<file path="src/rtl/instr_sequencer_pkg.sv">
// rtl/instr_sequencer_pkg.sv - shared state/format encodings and IR field decode for the sequencer
package instr_sequencer_pkg;

    typedef enum logic [3:0] {
        ST_RESET       = 4'd0,
        ST_FETCH       = 4'd1,
        ST_DECODE      = 4'd2,
        ST_SRC_EXT     = 4'd3,
        ST_DST_EXT     = 4'd4,
        ST_EXEC        = 4'd5,
        ST_INT_PUSH_PC = 4'd6,
        ST_INT_PUSH_SR = 4'd7,
        ST_INT_VECTOR  = 4'd8
    } seq_state_e;

    typedef enum logic [1:0] {
        FMT_TWO_OP  = 2'd0,
        FMT_ONE_OP  = 2'd1,
        FMT_JUMP    = 2'd2,
        FMT_ILLEGAL = 2'd3
    } fmt_e;

    localparam logic [3:0] TWO_OP_MIN_OPCODE = 4'd4;
    localparam logic [5:0] ONE_OP_PREFIX     = 6'b000100;
    localparam logic [2:0] JUMP_PREFIX       = 3'b001;
    localparam logic [1:0] AS_INDEXED        = 2'b01;
    localparam logic [1:0] AS_INDIRECT_INC   = 2'b11;
    localparam logic [3:0] REG_PC            = 4'd0;

    typedef struct packed {
        fmt_e       fmt;
        logic [3:0] src_a;
        logic [3:0] dst_a;
        logic [1:0] as_mode;
        logic       ad_mode;
    } ir_fields_t;

    // Jump and illegal words leave every register/mode field at zero.
    function automatic ir_fields_t decode_ir(input logic [15:0] ir);
        ir_fields_t f;
        f = '0;
        if (ir[15:12] >= TWO_OP_MIN_OPCODE) begin
            f.fmt     = FMT_TWO_OP;
            f.src_a   = ir[11:8];
            f.dst_a   = ir[3:0];
            f.as_mode = ir[5:4];
            f.ad_mode = ir[7];
        end else if (ir[15:10] == ONE_OP_PREFIX) begin
            f.fmt     = FMT_ONE_OP;
            f.src_a   = ir[3:0];
            f.dst_a   = ir[3:0];
            f.as_mode = ir[5:4];
        end else if (ir[15:13] == JUMP_PREFIX) begin
            f.fmt = FMT_JUMP;
        end else begin
            f.fmt = FMT_ILLEGAL;
        end
        return f;
    endfunction

    function automatic logic needs_src_ext(input ir_fields_t f);
        return (f.as_mode == AS_INDEXED) ||
               ((f.as_mode == AS_INDIRECT_INC) && (f.src_a == REG_PC));
    endfunction

    function automatic logic needs_dst_ext(input ir_fields_t f);
        return (f.fmt == FMT_TWO_OP) && f.ad_mode;
    endfunction

    function automatic logic is_fetch_state(input seq_state_e s);
        return (s == ST_FETCH) || (s == ST_SRC_EXT) || (s == ST_DST_EXT) || (s == ST_INT_VECTOR);
    endfunction

endpackage

</file>
<file path="src/rtl/instr_sequencer_irq_prio_enc.sv">
// rtl/instr_sequencer_irq_prio_enc.sv - fixed-priority encoder, highest set request index wins
module irq_prio_enc #(
    parameter  int NUM_IRQ = 4,
    localparam int IDW     = (NUM_IRQ > 1) ? $clog2(NUM_IRQ) : 1
) (
    input  logic [NUM_IRQ-1:0] req,
    output logic [IDW-1:0]     idx,
    output logic               any
);

    always_comb begin
        idx = '0;
        any = |req;
        for (int i = 0; i < NUM_IRQ; i++) begin
            if (req[i]) begin
                idx = IDW'(i);
            end
        end
    end

endmodule

</file>
<file path="src/rtl/instr_sequencer.sv">
// rtl/instr_sequencer.sv - instruction/extension fetch, CAR stepping and interrupt entry FSM
module instr_sequencer
    import instr_sequencer_pkg::*;
#(
    parameter  int CAR_BITS = 6,
    parameter  int DATA_W   = 16,
    parameter  int NUM_IRQ  = 4,
    localparam int IRQ_IDW  = (NUM_IRQ > 1) ? $clog2(NUM_IRQ) : 1
) (
    input  logic                MCLK,
    input  logic                reset_n,
    input  logic [DATA_W-1:0]   MDB_in,
    input  logic                mem_ready,
    input  logic                exec_done,
    input  logic                GIE,
    input  logic [NUM_IRQ-1:0]  IRQ,
    output logic                fetch_req,
    output logic [3:0]          state,
    output logic [CAR_BITS-1:0] CAR,
    output logic [DATA_W-1:0]   IR,
    output logic [DATA_W-1:0]   IW_src,
    output logic [DATA_W-1:0]   IW_dst,
    output logic [1:0]          Format,
    output logic [3:0]          srcA,
    output logic [3:0]          dstA,
    output logic [1:0]          As,
    output logic                Ad,
    output logic                instr_done,
    output logic                INTACK,
    output logic [IRQ_IDW-1:0]  irq_id
);

    seq_state_e          state_q, state_d;
    logic [CAR_BITS-1:0] car_q, car_d;
    logic [DATA_W-1:0]   ir_q, ir_d;
    logic [DATA_W-1:0]   iw_src_q, iw_src_d;
    logic [DATA_W-1:0]   iw_dst_q, iw_dst_d;
    logic [IRQ_IDW-1:0]  irq_id_q, irq_id_d;
    logic                fetch_req_q, fetch_req_d;
    logic                instr_done_q, instr_done_d;
    logic                intack_q, intack_d;

    logic                advance;
    logic [IRQ_IDW-1:0]  irq_idx;
    logic                irq_any;
    ir_fields_t          fields;

    irq_prio_enc #(
        .NUM_IRQ (NUM_IRQ)
    ) u_irq_prio_enc (
        .req (IRQ),
        .idx (irq_idx),
        .any (irq_any)
    );

    assign fields = decode_ir(ir_q[15:0]);

    always_comb begin
        state_d      = state_q;
        car_d        = car_q;
        ir_d         = ir_q;
        iw_src_d     = iw_src_q;
        iw_dst_d     = iw_dst_q;
        irq_id_d     = irq_id_q;
        instr_done_d = 1'b0;
        intack_d     = 1'b0;
        advance      = 1'b0;

        case (state_q)
            ST_RESET: begin
                state_d = ST_FETCH;
            end
            ST_FETCH: begin
                if (mem_ready) begin
                    ir_d    = MDB_in;
                    state_d = ST_DECODE;
                end
            end
            ST_DECODE: begin
                advance = 1'b1;
                if (needs_src_ext(fields)) begin
                    state_d = ST_SRC_EXT;
                end else if (needs_dst_ext(fields)) begin
                    state_d = ST_DST_EXT;
                end else begin
                    state_d = ST_EXEC;
                end
            end
            ST_SRC_EXT: begin
                if (mem_ready) begin
                    iw_src_d = MDB_in;
                    advance  = 1'b1;
                    state_d  = needs_dst_ext(fields) ? ST_DST_EXT : ST_EXEC;
                end
            end
            ST_DST_EXT: begin
                if (mem_ready) begin
                    iw_dst_d = MDB_in;
                    advance  = 1'b1;
                    state_d  = ST_EXEC;
                end
            end
            ST_EXEC: begin
                if (exec_done) begin
                    instr_done_d = 1'b1;
                    advance      = 1'b1;
                    if (GIE && irq_any) begin
                        irq_id_d = irq_idx;
                        state_d  = ST_INT_PUSH_PC;
                    end else begin
                        state_d = ST_FETCH;
                    end
                end
            end
            ST_INT_PUSH_PC: begin
                if (exec_done) begin
                    advance = 1'b1;
                    state_d = ST_INT_PUSH_SR;
                end
            end
            ST_INT_PUSH_SR: begin
                if (exec_done) begin
                    advance = 1'b1;
                    state_d = ST_INT_VECTOR;
                end
            end
            ST_INT_VECTOR: begin
                if (mem_ready) begin
                    intack_d = 1'b1;
                    advance  = 1'b1;
                    state_d  = ST_FETCH;
                end
            end
            default: begin
                state_d = ST_RESET;
            end
        endcase

        // A new instruction word restarts the micro-step count; otherwise it saturates.
        if ((state_q == ST_FETCH) && mem_ready) begin
            car_d = '0;
        end else if (advance && (car_q != {CAR_BITS{1'b1}})) begin
            car_d = car_q + 1'b1;
        end

        fetch_req_d = is_fetch_state(state_d);
    end

    always_ff @(posedge MCLK) begin
        if (!reset_n) begin
            state_q      <= ST_RESET;
            car_q        <= '0;
            ir_q         <= '0;
            iw_src_q     <= '0;
            iw_dst_q     <= '0;
            irq_id_q     <= '0;
            fetch_req_q  <= 1'b0;
            instr_done_q <= 1'b0;
            intack_q     <= 1'b0;
        end else begin
            state_q      <= state_d;
            car_q        <= car_d;
            ir_q         <= ir_d;
            iw_src_q     <= iw_src_d;
            iw_dst_q     <= iw_dst_d;
            irq_id_q     <= irq_id_d;
            fetch_req_q  <= fetch_req_d;
            instr_done_q <= instr_done_d;
            intack_q     <= intack_d;
        end
    end

    assign state      = state_q;
    assign CAR        = car_q;
    assign IR         = ir_q;
    assign IW_src     = iw_src_q;
    assign IW_dst     = iw_dst_q;
    assign irq_id     = irq_id_q;
    assign fetch_req  = fetch_req_q;
    assign instr_done = instr_done_q;
    assign INTACK     = intack_q;
    assign Format     = fields.fmt;
    assign srcA       = fields.src_a;
    assign dstA       = fields.dst_a;
    assign As         = fields.as_mode;
    assign Ad         = fields.ad_mode;

endmodule

</file>
<file path="config.mk">
export PLATFORM = sky130hd
export DESIGN_NAME = instr_sequencer
export DESIGN_NICKNAME = d
export VERILOG_FILES = /design/src/rtl/instr_sequencer_pkg.sv /design/src/rtl/instr_sequencer_irq_prio_enc.sv /design/src/rtl/instr_sequencer.sv
export SDC_FILE = /design/constraint.sdc
export NUM_CORES = 1
export LEC_CHECK = 0
export CAP_MARGIN = 5
export CORE_MARGIN = 3
export CORE_UTILIZATION = 65
export CTS_BUF_LIST = sky130_fd_sc_hd__clkbuf_4
export CTS_CLUSTER_DIAMETER = 30
export DETAILED_ROUTE_END_ITERATION = 16
export DONT_BUFFER_PORTS = 1
export GPL_TIMING_DRIVEN = 0
export PLACE_DENSITY = 0.81
export SYNTH_ARGS = -nofsm -noshare
export SYNTH_HDL_FRONTEND = slang
export SYNTH_HIERARCHICAL = 1
export SYNTH_SLANG_ARGS = --single-unit
</file>
<file path="constraint.sdc">
create_clock -name MCLK -period 4 [get_ports MCLK]
set_input_delay 1.2 -clock MCLK [delete_from_list [all_inputs] [get_ports MCLK]]
set_output_delay 1.2 -clock MCLK [all_outputs]
set_load 0.02 [all_outputs]
</file>
==> summary.md <==
| Metric | Value |
|---|---|
| Setup Fix Bufs, Post-CTS | 0 |
| Asr flop ratio synth | 0% |
| Global-route wire length before repair | 11.3 mm |
| GRT overflow | 0 |
| Crit path from | IR[10]$_SDFFE_PN0P_ |
| Avg Inst Size Synth | 7.89 um2 |
| Peak supply drop | 0.246 mV |
| Setup TNS | 0 ns |
| Critical-path top delay cell | nor4b_1 |
| Total CTS buffers | 9 |
| Sequential fraction of the synthesis area | 46.2% |
| Post-DRT Antenna Nets | 0 |
| Hold_sp | IW_src[8]$_SDFFE_PN0P_ |
| Routability cong. | 0.877 |
| CP arrival | 2.06 ns |
| Initial antenna violation count | 0 |
| Post_cts resized | 0 |
| Die H | 70.8 um |
| Crit Path Max Fanout | 6 |
| Port Buffer Count | 0 |
| CTS tree | done |
| Area Overhead vs Synth | 6.33% |
| Crit path cell chain | nor4b_1 -> nor2_1 -> nor2b_1 |
| Diode count | 0 |
| Crit start category | flip-flop |
| Area of the multi-input gates | 1320 um2 |
| Non-Filler Instances | 410 |
| Yosys cell types | 50 |
| Detailed-route via count | 2474 |
| Core area | 3850 um2 |
| Overall Global Routing Usage | 28.4% |
| Pre-CTS WS | 1.18 ns |
| Tightest Hold Check Type | reg2reg |
| Max stage delay on crit path | 0.53 ns |
| Fin crit period | 3.26 ns |
| Clock transition at path regs | 0.10 ns |
| Slew headroom | 58.3% |
| Routed wire length | 6.83 mm |
| #FFs+latches synth | 63 |
| Mapped Cells | 346 |
| Max Cap Viol | 0 |
| Critical Path RT | 2.80 ns |
| Initial Util | 70.8% |
| Critical path endpoint category | primary output |
| Reg2Reg Setup Slack | 1.94 ns |
| Status | finished clean |
| First-iteration detailed-routing DRC count | 185 |
| Setup ws final | 0.737 ns |
| Nets | 383 |
| Worst Setup Path Type | reg2out |
| Number of flops mapped to enable cells by yosys | 0 |
| Die X | 70.8 um |
| Layout cells sized above 1 | 9.94% |
| Clock buffer depth | 2 |
| Insertion delay to the later sink of the worst-skew pair | 0.42 ns |
| Fillers | 331 |
| R2r worst-path depth | 7 |
| Setup violators final | 0 |
| Max-slew violation count | 0 |
| Fin crit share | 81.6% |
| RSZ-0062 raised after global routing | no |
| Placed Cells | 394 |
| Vias in the first global route | 2267 |
| Syn Nets | 372 |
| Register area | 1260 um2 |
| CTS Sinks | 63 |
| Router iterations before antenna repair | 5 |
| Die footprint | 5010 um2 |
| Hold Fails Final Rpt | 0 |
| # DRC | 0 |
| Root Driver | clkbuf_4 |
| Cell Area, Synth | 2730 um2 |
| Routed len/inst | 16.7 um |
| Critical register-to-register path endpoint | fetch_req$_SDFF_PN0_ |
| Largest net degree at the start of global routing | 11 |
| Via-to-Cell Ratio | 6.03 |
| Start of the worst register-to-register path | IR[14]$_SDFFE_PN0P_ |
| H-tree depth | 3 |
| IO Pins | 101 |
| Dominant synthesized flop cell | dfxtp_1 |
| Pwr/cell area | 422 nW/um2 |
| Slew @ Worst Pin | 0.623 ns |
| FMAX | 306 MHz |
| CTS Hold Bufs | 0 |
| Leak pwr | 0.00103 uW |
| Worst hold stages | 2 |
| Synth warn | 6 |
| Min-Delay Endpoint | IW_src[8]$_SDFFE_PN0P_ |
| FP Rows | 22 |
| Clock skew | 0.00952 ns |
| DPL Wire Length | 4.98 mm |
==> layout make-up <==
type,instances,share of cell area [%]
plain buffers,25,4.14
clock inverters,4,0.776
flip-flops and latches,63,43.5
inverters,7,0.906
well taps,48,2.07
clock buffers,12,3.10
multi-input cells,251,45.5
==> worst max-delay path: cells and delay by family, from the launching register on <==
family | cells | cell delay [ns]
simple gates | 3 | 1.23
flops | 1 | 0.42
==> cell families (layout without fill, tap and decap cells) <==
logic type,count (synthesis),in the layout,synth area share (%)
flops,63,63,46.2
fa+ha+maj,1,1,0.458
simple gates,164,164,27.7
xor+xnor,4,4,1.28
mux,5,5,2.02
compound gates,77,77,17.0
buf+inv,32,48,5.36
==> worst max-delay path by stage <==
stage	endpoint	slack, ns	cells past startpoint
3_3_place_gp	As[1]	1.15	3
5_1_grt	dstA[1]	0.51	3
4_1_cts	As[1]	0.72	3
2_1_floorplan	As[1]	1.33	4
3_5_place_dp	As[1]	1.18	3
6_report	dstA[1]	0.74	3
==> synth_stat cells (2+ instances only) <==
master | number | area share, %
a21oi_1 | 51 | 9.4
a22o_1 | 4 | 1.3
a311oi_1 | 2 | 0.64
a32oi_1 | 3 | 0.96
and3_1 | 4 | 0.92
buf_2 | 9 | 1.7
buf_4 | 2 | 0.55
clkbuf_1 | 12 | 1.7
dfxtp_1 | 63 | 46
inv_1 | 7 | 0.96
mux2i_1 | 4 | 1.5
nand2_1 | 100 | 14
nand2b_1 | 2 | 0.46
nand3_1 | 8 | 1.5
nand3b_1 | 4 | 1.1
nor2_1 | 15 | 2.1
nor2b_1 | 8 | 1.8
nor3_1 | 4 | 0.73
nor4_1 | 3 | 0.69
o21ai_0 | 5 | 0.92
o22ai_1 | 2 | 0.46
o31ai_1 | 2 | 0.55
or3_1 | 3 | 0.69
xnor2_1 | 3 | 0.96
==> report_power, final <==
| part | total (uW) | switching (uW) | internal, uW |
|---|---|---|---|
| clock network | 369 | 224 | 146 |
| registers | 701 | 50.9 | 650 |
| logic | 154 | 101 | 53.3 |
| total | 1220 | 375 | 849 |
==> cell usage in the layout (no fill, tap or decap), drive strengths merged, types with 2 or more instances in the layout <==
cell | netlist | final
clkbuf | 12 | 24
a311oi | 2 | 2
nand2b | 2 | 2
nor3 | 5 | 5
a21oi | 51 | 51
or2 | 2 | 2
nor4 | 3 | 3
inv | 7 | 7
xnor2 | 3 | 3
o31ai | 2 | 2
a31oi | 2 | 2
a22o | 4 | 4
a32oi | 3 | 3
o22ai | 2 | 2
or3 | 3 | 3
mux2i | 4 | 4
nor2b | 9 | 9
nor2 | 15 | 15
o21ai | 6 | 6
and3 | 4 | 4
nand2 | 101 | 101
buf | 13 | 13
dfxtp | 63 | 63
clkinv | 0 | 3
nand3 | 8 | 8
nand3b | 4 | 4
nand4 | 2 | 2
==> state kept, by name (all words and copies together), names as in the netlist <==
register,cells
IR,16
state,4
instr_done,1
IW_dst,16
IW_src,16
INTACK,1
irq_id,2
CAR,6
fetch_req,1
==> layer usage <==
layer | part of all wire [%] | track usage, %
met2 | 43 | 40.6
met5 | 0 | 0
met4 | 1.7 | 11.1
met1 | 41 | 36.9
met3 | 15 | 13.9
==> metrics by stage <==
step | util, % | area (um2) | hold WS, ns | power [uW]
finish | 75.3 | 2900 | 0.559 | 1220
global route | 75.3 | 2900 | 0.581 | 1280
CTS | 75.3 | 2900 | 0.562 | 1230
detailed placement | 72.4 | 2790 | 0.548 | 868
global placement | 72.4 | 2790 | 0.545 | 864
floorplan | - | 2730 | 0.535 | 834
No activity file was read; power rests on OpenSTA's default activity.
